--- src/rtl/inst_fetch.sv ---
// inst_fetch -- in-order instruction fetch unit with a small instruction buffer.
//
// Issues 4-byte-aligned fetch requests to instruction memory and queues the
// returned words for the decode controller. Each request reserves a buffer slot
// at handshake time, so the slot already holds the PC of that request when its
// response arrives. A redirect flushes the buffer and turns every outstanding
// request into a drop credit, so stale responses are discarded as they arrive.
//
// Ports
//   clk, rst                     clock, asynchronous active-high reset
//   imem_req_valid/addr/ready    fetch request handshake (addr 4-byte aligned)
//   imem_resp_valid/data         in-order instruction responses
//   redirect_valid/pc            new-PC request (branch, jump, trap, xRET)
//   inst_valid/inst/inst_pc      buffer head presented to decode
//   inst_ready                   decode consumes the head this cycle
//   fetch_misaligned             last redirect target had pc[1:0] != 0
module inst_fetch #(
  parameter logic [63:0] RESET_PC = 64'h0,
  parameter int          DEPTH    = 4
) (
  input  logic        clk,
  input  logic        rst,
  output logic        imem_req_valid,
  output logic [63:0] imem_req_addr,
  input  logic        imem_req_ready,
  input  logic        imem_resp_valid,
  input  logic [31:0] imem_resp_data,
  input  logic        redirect_valid,
  input  logic [63:0] redirect_pc,
  output logic        inst_valid,
  output logic [31:0] inst,
  output logic [63:0] inst_pc,
  input  logic        inst_ready,
  output logic        fetch_misaligned
);
  localparam int AW = $clog2(DEPTH);
  localparam int PW = AW + 1;              // extra wrap bit tells full from empty
  localparam int DW = $clog2(2*DEPTH + 1); // drop counter reaches 2*DEPTH

  // Pointer order: r_head <= r_wr <= r_alloc (modulo wrap).
  //   [r_head, r_wr)  : filled entries (occupancy)
  //   [r_wr, r_alloc) : reserved for outstanding requests
  logic [63:0]   r_pc;
  logic [PW-1:0] r_head, r_wr, r_alloc;
  logic [DW-1:0] r_drop;
  logic          r_misal;
  logic [63:0]   r_pcm [DEPTH];
  logic [31:0]   r_dat [DEPTH];

  logic [PW-1:0] w_out, w_used;
  logic [DW-1:0] w_inflight;
  logic          w_req_fire, w_drop_dec, w_resp_out, w_enq, w_deq;

  assign w_out      = r_alloc - r_wr;
  assign w_used     = r_alloc - r_head;
  assign w_inflight = r_drop + DW'(w_out);

  // Besides the buffer credit, also cap drops + outstanding at 2*DEPTH so that
  // back-to-back redirects can never overflow the drop counter.
  assign imem_req_valid = !rst && !redirect_valid &&
                          (w_used < PW'(DEPTH)) &&
                          (w_inflight < DW'(2*DEPTH));
  assign imem_req_addr  = r_pc;

  assign w_req_fire = imem_req_valid && imem_req_ready;
  assign w_drop_dec = imem_resp_valid && (r_drop != '0);
  // Response belonging to a live request; with nothing owed it is ignored.
  assign w_resp_out = imem_resp_valid && (r_drop == '0) && (w_out != '0);
  assign w_enq      = w_resp_out && !redirect_valid;

  assign inst_valid       = (r_wr != r_head);
  assign inst             = r_dat[r_head[AW-1:0]];
  assign inst_pc          = r_pcm[r_head[AW-1:0]];
  assign w_deq            = inst_valid && inst_ready;
  assign fetch_misaligned = r_misal;

  // Storage carries no reset; validity is tracked purely by the pointers.
  always_ff @(posedge clk) begin
    if (w_req_fire) r_pcm[r_alloc[AW-1:0]] <= r_pc;
    if (w_enq)      r_dat[r_wr[AW-1:0]]    <= imem_resp_data;
  end

  always_ff @(posedge clk or posedge rst) begin
    if (rst) begin
      r_pc    <= RESET_PC;
      r_head  <= '0;
      r_wr    <= '0;
      r_alloc <= '0;
      r_drop  <= '0;
      r_misal <= 1'b0;
    end else if (redirect_valid) begin
      r_pc    <= {redirect_pc[63:2], 2'b00};
      r_head  <= '0;
      r_wr    <= '0;
      r_alloc <= '0;
      r_misal <= |redirect_pc[1:0];
      // Everything still owed becomes a drop, minus the response consumed in
      // this very cycle (whether it was a drop or an outstanding one).
      r_drop  <= r_drop - DW'(w_drop_dec) + DW'(w_out) - DW'(w_resp_out)
                 + DW'(w_req_fire);
    end else begin
      if (w_req_fire) begin
        r_pc    <= r_pc + 64'd4;
        r_alloc <= r_alloc + PW'(1);
      end
      if (w_enq) r_wr   <= r_wr + PW'(1);
      if (w_deq) r_head <= r_head + PW'(1);
      r_drop <= r_drop - DW'(w_drop_dec);
    end
  end
endmodule

--- config.mk ---
export PLATFORM = sky130hd
export DESIGN_NAME = inst_fetch
export DESIGN_NICKNAME = d
export VERILOG_FILES = /design/src/rtl/inst_fetch.sv
export SDC_FILE = /design/constraint.sdc
export NUM_CORES = 1
export LEC_CHECK = 0
export BUFFER_PORTS_ARGS = -buffer_cell sky130_fd_sc_hd__buf_2
export CELL_PAD_IN_SITES_DETAIL_PLACEMENT = 0
export CELL_PAD_IN_SITES_GLOBAL_PLACEMENT = 1
export CORE_MARGIN = 5
export CORE_UTILIZATION = 52
export DETAILED_ROUTE_END_ITERATION = 10
export GPL_TIMING_DRIVEN = 0
export PLACE_DENSITY_LB_ADDON = 0.25
export SYNTH_ARGS = -nofsm -noshare
export SYNTH_HDL_FRONTEND = slang
export SYNTH_SLANG_ARGS = --single-unit
--- constraint.sdc ---
create_clock -name clk -period 8.32 [get_ports clk]
set_clock_uncertainty 0.1 [all_clocks]
set_input_delay 1.664 -clock clk [delete_from_list [all_inputs] [get_ports clk]]
set_output_delay 1.664 -clock clk [all_outputs]
set_load 0.02 [all_outputs]
* Word-level counts from Yosys, hierarchy flattened
Memories as Yosys holds them, arrays and structs flattened.
Index checks and enable logic that the tools add are counted.
** Storage, ports and cells
- Flip-flop bits (word level) :: 78
- Memory bits (writable) :: 384
- Input bits :: 102
- Output and inout bits :: 163
- Logic and storage cells :: 53
- Memories :: 2
** Memory list
- r_pcm :: depth 4, bits a word 64, rd ports 1, clocked after memory_dff 0, write ports 1, line 47 : logic [63:0] r_pcm [DEPTH];
- r_dat :: depth 4, bits a word 32, rd ports 1, clocked after memory_dff 0, write ports 1, line 48 : logic [31:0] r_dat [DEPTH];
** Operators by class
- Add/subtract/negate cells :: 11
- $lt $le $gt $ge :: 2
- Eq/ne operators :: 1
- Multiplexer cells :: 13
- Reductions and logical operators :: 18
** Operators by type and width (number)
- two-way mux 64 bit :: 2
- adder 64 x 3 -> 64 bit, second input constant :: 1
- two-way mux 3 bit :: 6
- adder 3 x 1 -> 3 bit, second input constant :: 3
- logical AND 1 bit :: 9
- adder 4 x 3 -> 4 bit :: 2
- subtractor 4 x 1 -> 4 bit :: 2
- nonzero test 2 bit :: 3
- subtractor 3 bit :: 2
- adder 4 x 1 -> 4 bit :: 1
- zero test 4 bit :: 1
- < comparator 4 bit, second input constant :: 1
- two-way mux 1 bit :: 4
- two-way mux 4 bit :: 1
- nonzero test 4 bit :: 1
- < comparator 3 bit, second input constant :: 1
- != test 3 bit :: 1
- nonzero test 3 bit :: 1
- zero test 1 bit :: 2
- OR reduction 2 bit :: 1

* Logic depth before layout (Yosys ltp)
Gate-level depths: netlist (run 1).
- Word-level depth :: 7
- Mapped depth :: 21
- Mapped depth without buffers :: 19

* Least setup slack after synthesis (run 1)
OpenSTA, ideal clock, no wires.
- Path type :: input to register
- From :: input port rst
- To :: memory r_pcm[2][10] (enable)
- Setup time :: 0.426 ns
- Arrival :: 6.019 ns
- Data required time :: 7.794 ns
- Slack :: 1.775 ns
- Cell stages on the path :: 7
- Cell sequence :: inv_1 > and3_1 > mux2i_1 > nor3_1 > clkbuf_1 > clkbuf_1 > and2_1
** On the way
- Cells in the longest elaborated chain, start to end :: 7
** RTL lines
- start: declaration :: line 22 : input logic rst,
- zero test 1 bit (no source line)
- logical AND 1 bit (2 in a row) :: line 60 : assign imem_req_valid = !rst && !redirect_valid &&
- logical AND 1 bit :: line 61 : (w_used < PW'(DEPTH)) &&
- logical AND 1 bit :: line 65 : assign w_req_fire = imem_req_valid && imem_req_ready;
- two-way mux 1 bit :: line 79 : if (w_req_fire) r_pcm[r_alloc[AW-1:0]] <= r_pc;
- two-way mux 1 bit (implied by the code) :: line 79
- end: declaration :: line 47
No other way between the ends.

* Worst setup path after layout (run 1)
- From :: register r_head[1]
- To :: register r_drop[3]
** On the way
- Cells in the longest elaborated chain, start to end :: 7
** RTL lines
- start: declaration :: line 44 : logic [PW-1:0] r_head, r_wr, r_alloc;
- start signal: assignment :: line 107 : if (w_deq) r_head <= r_head + PW'(1);
- subtractor 3 bit :: line 55 : assign w_used = r_alloc - r_head;
- < comparator 3 bit :: line 61
- logical AND 1 bit :: line 60
- logical AND 1 bit :: line 61
- logical AND 1 bit :: line 65
- adder 4 x 1 -> 4 bit :: line 100 : + DW'(w_req_fire);
- two-way mux 4 bit :: line 91 : end else if (redirect_valid) begin
- end signal: assignment :: line 99 : r_drop <= r_drop - DW'(w_drop_dec) + DW'(w_out) - DW'(w_resp_out)
- end signal: assignment :: line 108 : r_drop <= r_drop - DW'(w_drop_dec);
- end: declaration :: line 45 : logic [DW-1:0] r_drop;
No other way between the ends.
A chain may end at the register's enable or synchronous reset.

==> flow_results.org, run 1 <==
** Critical path
- RR Startpoint :: r_head[1]
- Critical Path Source :: r_head[1]
- Worst setup EP type :: flop
- Endpoint of the worst register-to-register path :: r_drop[3]
- Cell breakdown of the critical path :: clkbuf_1, clkbuf_1, clkbuf_1, inv_1, ha_1, a21oi_1, mux2i_1, nor3_1, inv_1, clkbuf_1, clkbuf_1, ha_1, inv_1, fa_1, a21o_1, a21oi_1, xnor2_1, nand2_1, xnor2_1
- Req. time, crit path :: about 8.7 ns
- Data arrival time of the worst path :: 6.73 ns
- STA classifies the critical path startpoint as a flop.
- The cell that appears most often on the critical path is sky130_fd_sc_hd__clkbuf_1.
- The slowest stage of the critical path belongs to the cell sky130_fd_sc_hd__clkbuf_1.
- Maximum fanout count along the critical path :: 10
- Crit Path Class :: flop to flop
- Worst setup path endpoint :: r_drop[3]
- Worst R2R Setup Slack :: around 2 ns
- Largest stage delay on the critical path :: between 0.6 and 0.7 ns
- Counting cells, the worst reg-to-reg path comes to 19.

** Detailed routing
- Using the TritonRoute via totals, the vias-per-cell ratio works out to 6.01.
- Starting DRT DRC Count :: between 900 and 1k
- The detail route stage leaves a number of antenna-violating nets equal to 0.
- Total wirelength of the detailed-routed design :: about 49 mm
- Post-DR wirelength/cell :: ~25 um
- Length of the first detailed-routing pass in iterations :: 5
- DRC violations left :: 0
- Vias :: ~12k

** Pwr
- The worst-case IR drop observed on VDD is 0.197 mV.
- Cell Pwr Density :: 241 mW/mm^2
- In this run the static leakage power is between 7 and 8 nW.

** Global route
- The first global-routing pass estimated around 74 mm of wire.
- Overall track demand over capacity in global routing :: around 24%
- Leftover overflow at the end of global routing :: 0
- The number of global-route vias before repair was 12.0k.
- Entering global routing, the biggest net connects between 40 and 50 pins.
- The number of antenna violations at the first check in global routing is 21.

** Clock network
- CTS-repair resized insts :: 0
- Buffer depth of the longest clock path :: 3
- Counting the buffers created by CTS gives 46.
- The later pin in the worst-skew pair is clocked with a latency of roughly 0.59 ns.
- In this run the number of H-tree levels came out at 2.
- The root buffer cell chosen for the clock tree is sky130_fd_sc_hd__clkbuf_16.
- TritonCTS built the clock tree.
- After clock tree synthesis, the clock-pin slew on the worst setup and hold paths is around 0.060 ns.
- Total clock sinks :: around 450
- Post-CTS setup buffer count :: 0
- Hold buffer count at cts :: 0

** Layout
- Layout net count :: 1,575
- Synth-to-Final Area Change :: 18.6%
- Of the cells placed in the final design, the portion with a size suffix greater than 1 is between 30% and 40%.
- Finished Cell Area :: between 0.02 and 0.025 mm^2

** Timing
- RSZ-0062 raised after global routing :: no
- For this run, the top clock speed supported by timing is around 160 MHz.
- The final number of hold-violating endpoints came to 0.
- Slew at the pin closest to its max-slew limit :: approximately 1.1 ns
- Max-slew headroom :: between 20 and 30%
- Final setup violation count :: 0
- Final hold analysis gives a worst-case slack of 0.455 ns.
- The max-slew violation count is 0.
- Final critical delay including setup and external delays :: around 6.4 ns
- Of the available clock period, the critical path in the final layout requires roughly three quarters.

** Synthesis
- Adder-cell area share of the yosys netlist :: roughly 1.7%
- Syn Area/Cell :: between 15 and 20 um^2
- Part of the Yosys area used for sequential elements :: 70.1%
- Compound-gate portion of the synthesized area :: just over 6%
- Synth Warn # :: 0
- The synthesized netlist occupies a cell area of 0.0188 mm^2.
- Library cell with the largest summed area after synthesis :: sky130_fd_sc_hd__edfxtp_1
- Combinational family with the most area after synthesis :: multiplexers
- In the synthesized netlist, mux cells make up between 10 and 15% of the area.
- Mapped Cells :: roughly 1.1k
- In this run, synthesis inferred 376 flip-flops with an integrated enable.
- Counting distinct cell types in the post-synthesis netlist gives between 60 and 70.
- Sorting the synthesized cells by how often they occur yields sky130_fd_sc_hd__edfxtp_1 (376), sky130_fd_sc_hd__mux4_2 (94), sky130_fd_sc_hd__nand2_1 (79), sky130_fd_sc_hd__dfrtp_1 (76), sky130_fd_sc_hd__clkbuf_1 (49).
- Most frequent cell after synthesis :: sky130_fd_sc_hd__edfxtp_1
- In this run, synthesis produced a sequential element count of approximately 450.
- Top cell type's share of synthesized area :: 60.0%
- In the post-synthesis netlist, the biggest area contributors are sky130_fd_sc_hd__edfxtp_1 (60%), sky130_fd_sc_hd__mux4_2 (11%), sky130_fd_sc_hd__dfrtp_1 (10%), sky130_fd_sc_hd__nand2_1 (1.6%), sky130_fd_sc_hd__ha_1 (1.4%).
- Share of synthesized registers carrying an async set or reset :: ~17%
- After Yosys synthesis, and, or, nand and nor cells account for around 7.5% of the synthesized area.
- Summing the areas of all xor and xnor instances in the mapped netlist gives less than 1% of the synthesized area.
- Most instantiated flip-flop cell in the synthesis netlist :: sky130_fd_sc_hd__edfxtp_1

** Floorplanning
- For this design the top-level I/O count stands at between 200 and 300.
- Effective utilization at floorplan :: a little over half
- Area of the core region :: 0.0357 mm^2
- FP Rows :: 69
- The die covers 0.0401 mm^2.
- In this run the horizontal extent of the chip is between 200 and 250 um.
- Measured along the y axis, the die boundary spans approximately 200 um.

** Placement
- In this run the tool buffered the top-level ports with approximately 260 buffer cells.
- After detailed placement, the total cell area comes to approximately 0.021 mm^2.
- Routability congestion estimate :: around 0.87
- The wire-length estimate of the detail-placed layout is approximately 33 mm.

** Job
- Number of maximum-capacitance violations :: 0

** Hold path
- Hold WC Path Type :: flop to flop

** Outcome
- The flow ran to the end, and the final reports show no timing, DRC or antenna violations.
[sequential cells by signal, indices dropped and copies added (netlist names)]
name / count
fetch_misaligned: 1
r_dat: 128
r_wr: 3
r_pcm: 248
r_head: 3
r_drop: 4
imem_req_addr: 62
r_alloc: 3
[cell families after synthesis]
group,count (synthesis)
buf+inv,106
fa+ha+maj,24
compound gates,158
flops,452
mux,98
other cells,1
simple gates,277
xor+xnor,18
[through the flow]
step | power, mW | setup WS, ns | util [%] | TNS (ns) | std cells
floorplan | 3.15 | 1.77 | - | 0 | 1137
global placement | 3.40 | -1.06 | 58.1 | -225.54 | 1857
detailed placement | 3.43 | 1.90 | 58.4 | 0 | 1862
CTS | 5.43 | 1.89 | 62.5 | 0 | 1946
global route | 5.61 | 1.49 | 62.6 | 0 | 1954
finish | 5.39 | 1.96 | 62.6 | 0 | 1958
[worst min-delay path by stage]
stage	startpoint	cells after the start	to	slack (ns)
after floorplan	r_alloc[2]	1	r_alloc[2]	0.41
after CTS	imem_req_addr[54]	0	r_pcm[2][54]	0.45
after detailed placement	fetch_misaligned	2	fetch_misaligned	0.43
final	fetch_misaligned	2	fetch_misaligned	0.45
after global routing	r_alloc[2]	1	r_alloc[2]	0.49
after global placement	fetch_misaligned	2	fetch_misaligned	0.41
[per-layer routing]
layer,share of wire [%],track usage [%]
met1,42,34.3
met2,47,37.3
met3,8.3,6.06
met4,2.6,7.47
met5,0.30,0
[report_power, final]
part / internal [mW] / leakage (nW) / switching (mW)
combinational: 0.247 / 2.85 / 0.392
clock: 1.16 / 0.701 / 0.856
sequential: 2.59 / 4.33 / 0.151
total: 3.99 / 7.88 / 1.40
[area by class of cell]
type / instances / area, um^2
inverters: 43 / 164
multi-input cells: 579 / 5250
diodes: 12 / 30.0
plain buffers: 63 / 253
clock inverters: 23 / 258
flip-flops and latches: 452 / 13200
clock buffers: 61 / 1210
well taps: 461 / 577
repair buffers: 264 / 1400
fillers: 2661 / 13300
[worst max-delay path, delay by kind of cell (launching register included)]
| kind | cells | cell delay, ns |
|---|---|---|
| AO/OA/AOI/OAI | 3 | 0.52 |
| XOR/XNOR | 2 | 0.32 |
| adder cells (fa/ha/maj) | 3 | 0.92 |
| buffers and inverters | 8 | 3.22 |
| flip-flops | 1 | 0.35 |
| multiplexers | 1 | 0.55 |
| AND/OR/NAND/NOR | 2 | 0.24 |
[layout by cell type, fill, tap and decap left out, types with 14 or more instances in the layout]
master	count
sky130_fd_sc_hd__nor3_1	27
sky130_fd_sc_hd__edfxtp_1	376
sky130_fd_sc_hd__nor4_1	17
sky130_fd_sc_hd__nand2_1	79
sky130_fd_sc_hd__nor2_1	35
sky130_fd_sc_hd__clkbuf_1	64
sky130_fd_sc_hd__buf_2	260
sky130_fd_sc_hd__a221o_1	14
sky130_fd_sc_hd__ha_1	21
sky130_fd_sc_hd__nand4_1	19
sky130_fd_sc_hd__dfrtp_1	76
sky130_fd_sc_hd__o21ai_0	38
sky130_fd_sc_hd__mux4_2	94
sky130_fd_sc_hd__clkbuf_16	46
sky130_fd_sc_hd__inv_1	41
sky130_fd_sc_hd__nand3_1	40
Power figures use the tool's default switching activity.
==> inputs of run 2 (changes only) <==
CORE_UTILIZATION = 44   (was 52)
clock period = 5.8 ns   (was 8.32 ns; I/O delays follow)
==> flow_results.org, run 2 (synthesized netlist as in run 1, its figures left out) <==
** Floorplanning
- Area of the core region :: roughly 0.042 mm^2
- Die height :: 217 um
- The die covers ~0.047 mm^2.
- The initial utilization of the core area, before any placement, comes to around 45%.
- The floorplan has between 70 and 80 rows.
- Die Width :: 217 um
- Number of I/O pins :: around 270

** Critical path
- At the worst endpoint, the arrival time is between 5 and 6 ns.
- Maximum fanout count along the critical path :: 10
- The worst setup path is launched from a flop.
- The slowest stage of the critical path belongs to the cell sky130_fd_sc_hd__clkbuf_1.
- Cell breakdown of the critical path :: inv_1, ha_1, inv_1, fa_1, xnor2_1, ha_1, a21oi_1, o31ai_1, xor2_1, nor3_1, inv_1, clkbuf_1, clkbuf_2, ha_1, inv_1, ha_1, a21o_1, a21oi_1, xnor2_1, nand2_1, xnor2_1
- Req. time, crit path :: 6.17 ns
- Worst setup EP type :: flop
- Crit Path Class :: flop to flop
- Largest stage delay on the critical path :: approximately 0.46 ns

** Global route
- Across every metal layer, demand over resource in global routing totals a little over a fifth.
- Global routing finished with a remaining overflow of 0.
- Largest net degree at the start of global routing :: between 40 and 50
- Wire length of the first global-routing pass :: approximately 77 mm
- The number of global-route vias before repair came to roughly 12k.
- The number of antenna violations at the first check in global routing was 10.

** Placement
- After detailed placement, the total cell area comes to between 0.02 and 0.025 mm^2.
- Total half-perimeter wirelength after legalization and detailed placement :: approximately 35 mm
- Number of I/O port buffers :: roughly 260
- Counting tap cells, the placed design contains a total of approximately 1.9k instances.
- Routability congestion estimate :: about 0.86

** Timing
- Achievable frequency :: around 190 MHz
- Pins Over Slew Limit :: 0
- At the pin with the least slew margin, the transition time is between 1 and 1.5 ns.
- In the finished design, the share of the clock period the worst path needs comes to around 90%.
- Final setup violation count :: 0
- Setup repair after global routing left no endpoint under its margin.
- The final number of hold-violating endpoints was 0.
- Fin Hold WS :: around 0.42 ns
- Setup TNS after final layout :: 0 ns
- Final critical delay including setup and external delays :: approximately 5.2 ns
- Headroom to the max-slew limit came out at 28.8%.

** Clock network
- Later-pin clock latency in the skew report :: between 0.5 and 0.6 ns
- CTS-repair resized insts :: 3
- The clock tree synthesis step divided the H-tree into 2 levels.
- TritonCTS created 47 clock buffers.
- Root buffer cell :: sky130_fd_sc_hd__clkbuf_16
- In this run the deepest clock path goes through 3 buffers.
- Clock-pin slew was measured on the worst setup and hold paths at about 0.06 ns.
- The clock net in this run drives a total of roughly 450 sinks.
- TritonCTS built the clock tree.
- For this design, the CTS-stage hold fixing added 0 buffers.
- Buffers added to address setup during post-CTS repair amount to 0.

** Layout
- Fraction of final layout cells with drive strength greater than 1 :: 30.7%
- Final Non-Filler Cells :: between 2k and 2.5k
- Commonest non-fill, non-tap cell in the layout :: sky130_fd_sc_hd__edfxtp_1
- The finished cells cover roughly 0.022 mm^2.
- Layout net count :: 1,577
- From synthesis to final layout, the design area changed by 19.2%.
- Layout filler cell count :: approximately 3.5k
- Max FFs per register :: 248
- In the layout the commonest cells are sky130_fd_sc_hd__edfxtp_1 (376), sky130_fd_sc_hd__buf_2 (260), sky130_fd_sc_hd__mux4_2 (94).

** Outcome
- The run finished with clean final reports.

** Pwr
- Sequential cells burn 51.2% of the power.
- Net switching is a little over a quarter of the power.
- Reported leakage power :: slightly below 8 nW
- Internal power comes to 5.64 mW.
- Maximum ir drop on the vdd rail :: about 0.36 mV
- Design Power :: 7.70 mW
- Fraction of power consumed by combinational cells :: a little under an eighth
- In this run the power spent charging and discharging nets is 2.05 mW.
- Power share of the clock group :: 36.8%
- In this run the power density over the cells is 343 mW/mm^2.

** Detailed routing
- Length of the first detailed-routing pass in iterations :: 5
- For this run, design rule violations remaining after detail routing come to 0.
- The detailed router placed between 10k and 15k vias in this run.
- Via-per-instance ratio :: 5.73
- Starting DRT DRC Count :: around 1k
- The final layout contains routed wiring with a total length of between 50 and 60 mm.
- In the final routed layout, each cell accounts on average for 25.3 um.
- Post-DRT Antenna Nets :: 0

** Job
- Number of maximum-capacitance violations :: 0

** Hold path
- The min-delay analysis places its worst path in the category flop to flop.
run 2: cell types whose count changed in the layout (fill, tap and decap cells not counted), sizes merged:
cell,before,now
clkbuf,110,113
inv,45,43
clkinvlp,3,5
bufinv,4,1
buf,278,280
diode,12,7
clkinv,14,16
run 2: layout make-up:
class	count	area (um^2)	area share [%]
clock inverters	22	184	0.820
well taps	539	674	3.00
plain buffers	62	253	1.13
multi-input cells	579	5250	23.4
inverters	43	165	0.736
repair buffers	266	1450	6.47
diodes	7	17.5	0.0781
flip-flops and latches	452	13200	58.8
clock buffers	65	1250	5.59
run 2: metrics by stage:
step | setup WS [ns] | utilization (%)
finish | 0.555 | 53.3
global route | 0.205 | 53.2
detailed placement | -0.509 | 49.8
CTS | 0.221 | 53.2
floorplan | 0.610 | -
global placement | -1.92 | 49.4
run 2: path summary, 6_finish.rpt:
path	endpoint	slack (ns)	startpoint	cells past startpoint
min	fetch_misaligned	0.42	fetch_misaligned	2
max reg2reg	r_drop[3]	0.56	r_alloc[0]	21
max in group asynchronous	imem_req_addr[32]	4.23	rst	4
min in group asynchronous	fetch_misaligned	0.56	rst	2
min reg2reg	fetch_misaligned	0.42	fetch_misaligned	2
max	r_drop[3]	0.56	r_alloc[0]	21
run 2: worst max-delay path, delay by kind of cell (launching register included):
family | cells | cell delay [ns]
adders and majority gates | 5 | 1.39
buffers and inverters | 6 | 1.30
xor gates and xnor gates | 4 | 1.08
AOI/OAI and AO/OA | 4 | 0.60
DFF | 1 | 0.43
and+or+nand+nor | 2 | 0.23
run 2: power by group through the flow:
stage | combinational (mW) | clock [mW] | sequential, mW
after floorplan | 0.519 | 0 | 4.00
after CTS | 0.933 | 2.90 | 3.93
after detailed placement | 0.928 | 0 | 4.00
after global placement | 0.909 | 0 | 3.99
final | 0.925 | 2.83 | 3.94
after global routing | 1.01 | 3.03 | 3.96
run 2: metal layers:
metal | global-route usage (%) | part of all wire, %
met1 | 31.9 | 45
met4 | 5.14 | 1.8
met3 | 4.42 | 6.4
met5 | 0 | 0.20
met2 | 33.8 | 47
==> inputs of run 3 (changes only) <==
CORE_MARGIN = 4   (was 5)
REMOVE_ABC_BUFFERS = 1   (was unset)
==> flow_results.org, run 3 (synthesized netlist as in run 1, its figures left out) <==
** Pwr
- Of the total power, registers draw between 50% and 60%.
- Summed over all nets, the switching power comes to around 2.0 mW.
- Across the VDD grid, the largest voltage drop is between 0.2 and 0.3 mV.
- The design draws around 8 mW.
- The share of total power dissipated in combinational logic is between 10% and 20%.
- Dividing total power by cell area gives a power density of 345 mW/mm^2.
- Total internal power :: approximately 5.8 mW
- Of the total power, the share spent switching nets is 25.7%.
- Power share of the clock group :: about 38%
- For this design the static power due to leakage is approximately 8.0 nW.

** Global route
- Vias in the first global route :: 11.7k
- Largest net degree at the start of global routing :: 70
- Wire length of the first global-routing pass :: 73.0 mm
- Overall track demand over capacity in global routing :: 20.6%
- Initial antenna violation count :: 9
- Leftover overflow at the end of global routing :: 0

** Timing
- Period utilisation layout :: 92.9%
- Final setup violation count :: 0
- The max-slew violation count was 0.
- Number of hold violations in the final report :: 0
- Slew at the pin closest to its max-slew limit :: approximately 1.2 ns
- The clock period could shrink to 5.39 ns.
- Setup repair after global routing left no endpoint under its margin.
- Setup TNS after final layout :: 0 ns
- Achievable frequency :: 186 MHz
- Max-slew headroom :: between 10% and 20%

** Outcome
- The flow ran to the end, and the final reports show no timing, DRC or antenna violations.

** Layout
- The library cell used most frequently in the layout, excluding fill and tap cells, is sky130_fd_sc_hd__edfxtp_1.
- Finished Cell Area :: ~0.023 mm^2
- The count of cells in the finished layout, fillers not included, comes to a little under 2k.
- Most frequent cells in the layout :: sky130_fd_sc_hd__edfxtp_1 (376), sky130_fd_sc_hd__buf_2 (259), sky130_fd_sc_hd__mux4_2 (94)
- Fraction of final layout cells with drive strength greater than 1 :: 33.4%
- Synth-to-Final Area Change :: 20.1%
- Max FFs per register :: 248
- Layout Utilization :: 53.7%
- Layout net count :: between 1.5k and 2k

** Detailed routing
- The routed layout has around 11k vias.
- Length of the first detailed-routing pass in iterations :: 5
- In the final routed layout, each cell accounts on average for 24.0 um.
- DRC violations left :: 0
- Via-per-instance ratio :: about 5.7
- Total wirelength of the detailed-routed design :: between 40 and 50 mm
- Starting DRT DRC Count :: 707
- The count of nets left with antenna violations once routing finished came out at 0.

** Critical path
- Worst R2R Setup Slack :: 0.41 ns
- Critical Path Source :: r_wr[0]
- RR Startpoint :: r_wr[0]
- The worst setup path is launched from a flop.
- Data on the critical path arrives at its endpoint at about 5.8 ns.
- Worst setup path endpoint :: r_drop[3]
- Maximum fanout count along the critical path :: 32
- The worst register-to-register path ends at r_drop[3].
- Data on the critical path is required at its endpoint by just over 6 ns.
- The critical path is of the flop to flop type.
- Number of cells on the worst reg-to-reg path :: 21
- The worst setup path is captured at a flop.

** Floorplanning
- FP Rows :: 75
- From bottom edge to top edge, the die measures 215 um.
- The core region is around 0.042 mm^2.
- The die covers about 0.046 mm^2.
- Number of I/O pins :: between 200 and 300
- Die Width :: between 200 and 250 um
- The initial utilization of the core area, before any placement, comes to about 45%.

** Clock network
- In this run, CTS created clock tree buffers numbering between 40 and 50.
- In this run, post-CTS hold repair placed 0 buffers.
- The H-tree generated during clock tree synthesis spans 2 levels.
- Total clock sinks :: roughly 450
- Gates resized during post-CTS repair numbered 1.
- Clock latency on the worst-skew pair, taken at its later pin, is 0.58 ns.
- The number of setup buffers added after CTS is 0.
- The tree is rooted in a sky130_fd_sc_hd__clkbuf_16.
- Clock-pin slew was measured on the worst setup and hold paths at around 0.06 ns.
- TritonCTS built the clock tree.
- Counting along the longest clock path gives a buffer depth of 3.

** Placement
- Once placement finished, the instance area stood at between 0.02 and 0.025 mm^2.
- Routability congestion estimate :: slightly below 0.8
- Number of I/O port buffers :: 260
- Including well taps, the total number of placed cells is about 1.9k.
- Detailed placement finished with a half-perimeter wire length of 30.6 mm.

** Hold path
- Hold WC Path Type :: flop to flop

** Job
- Number of maximum-capacitance violations :: 0
==> run 3: stage by stage <==
step	hold slack, ns	worst slack, ns
after floorplan	0.408	-3.99
after global placement	0.415	-11.15
after detailed placement	0.419	-0.823
after CTS	0.437	0.171
after global routing	0.481	0.0986
final	0.435	0.412
==> run 3: cell type report <==
type | instances | area, um^2
clock buffer | 57 | 1240
timing repair buffer | 281 | 1770
inverter | 43 | 165
sequential | 452 | 13200
antenna | 2 | 5.00
tap | 539 | 674
clock inverter | 27 | 265
fill | 3484 | 19500
multi-input combinational | 579 | 5290
==> run 3: power groups by stage <==
stage,sequential (mW),clock (mW),combinational [mW]
after floorplan,4.01,0,0.493
after global placement,4.00,0,0.875
after detailed placement,4.00,0,0.922
after CTS,3.93,3.04,0.927
after global routing,3.96,3.18,1.01
final,3.93,2.95,0.916
==> run 3: metal layers <==
metal  track usage (%)  part of all wire (%)  vias up
met5                 0                  0.22        -
met4              5.75                   2.3       14
met2              33.0                    48      355
met1              28.3                    43     5824
met3              5.13                   7.0       76
li1                  -                     -     5080
==> run 3: worst max-delay path: stages (launching register included) <==
cell and delay, ns:
sky130_fd_sc_hd__dfrtp_1 0.50, sky130_fd_sc_hd__ha_1 0.20, sky130_fd_sc_hd__inv_1 0.05, sky130_fd_sc_hd__fa_1 0.37
sky130_fd_sc_hd__xnor2_1 0.33, sky130_fd_sc_hd__ha_1 0.19, sky130_fd_sc_hd__nand2_1 0.05, sky130_fd_sc_hd__o31ai_1 0.32
sky130_fd_sc_hd__xor2_2 0.27, sky130_fd_sc_hd__nor3_4 0.53, sky130_fd_sc_hd__buf_6 0.24, sky130_fd_sc_hd__buf_6 0.18
sky130_fd_sc_hd__buf_6 0.16, sky130_fd_sc_hd__inv_2 0.23, sky130_fd_sc_hd__ha_1 0.37, sky130_fd_sc_hd__inv_1 0.05
sky130_fd_sc_hd__fa_1 0.40, sky130_fd_sc_hd__a21o_1 0.18, sky130_fd_sc_hd__a21oi_1 0.17, sky130_fd_sc_hd__xnor2_1 0.13
sky130_fd_sc_hd__nand2_1 0.08, sky130_fd_sc_hd__xnor2_1 0.14
==> run 3: worst min path at each step <==
stage	depth (start not counted)	end	slack, ns	start
2_1_floorplan	1	r_alloc[2]	0.41	r_alloc[2]
3_3_place_gp	2	fetch_misaligned	0.41	fetch_misaligned
3_5_place_dp	2	fetch_misaligned	0.42	fetch_misaligned
4_1_cts	2	fetch_misaligned	0.44	fetch_misaligned
5_1_grt	2	fetch_misaligned	0.48	fetch_misaligned
6_report	2	fetch_misaligned	0.44	fetch_misaligned
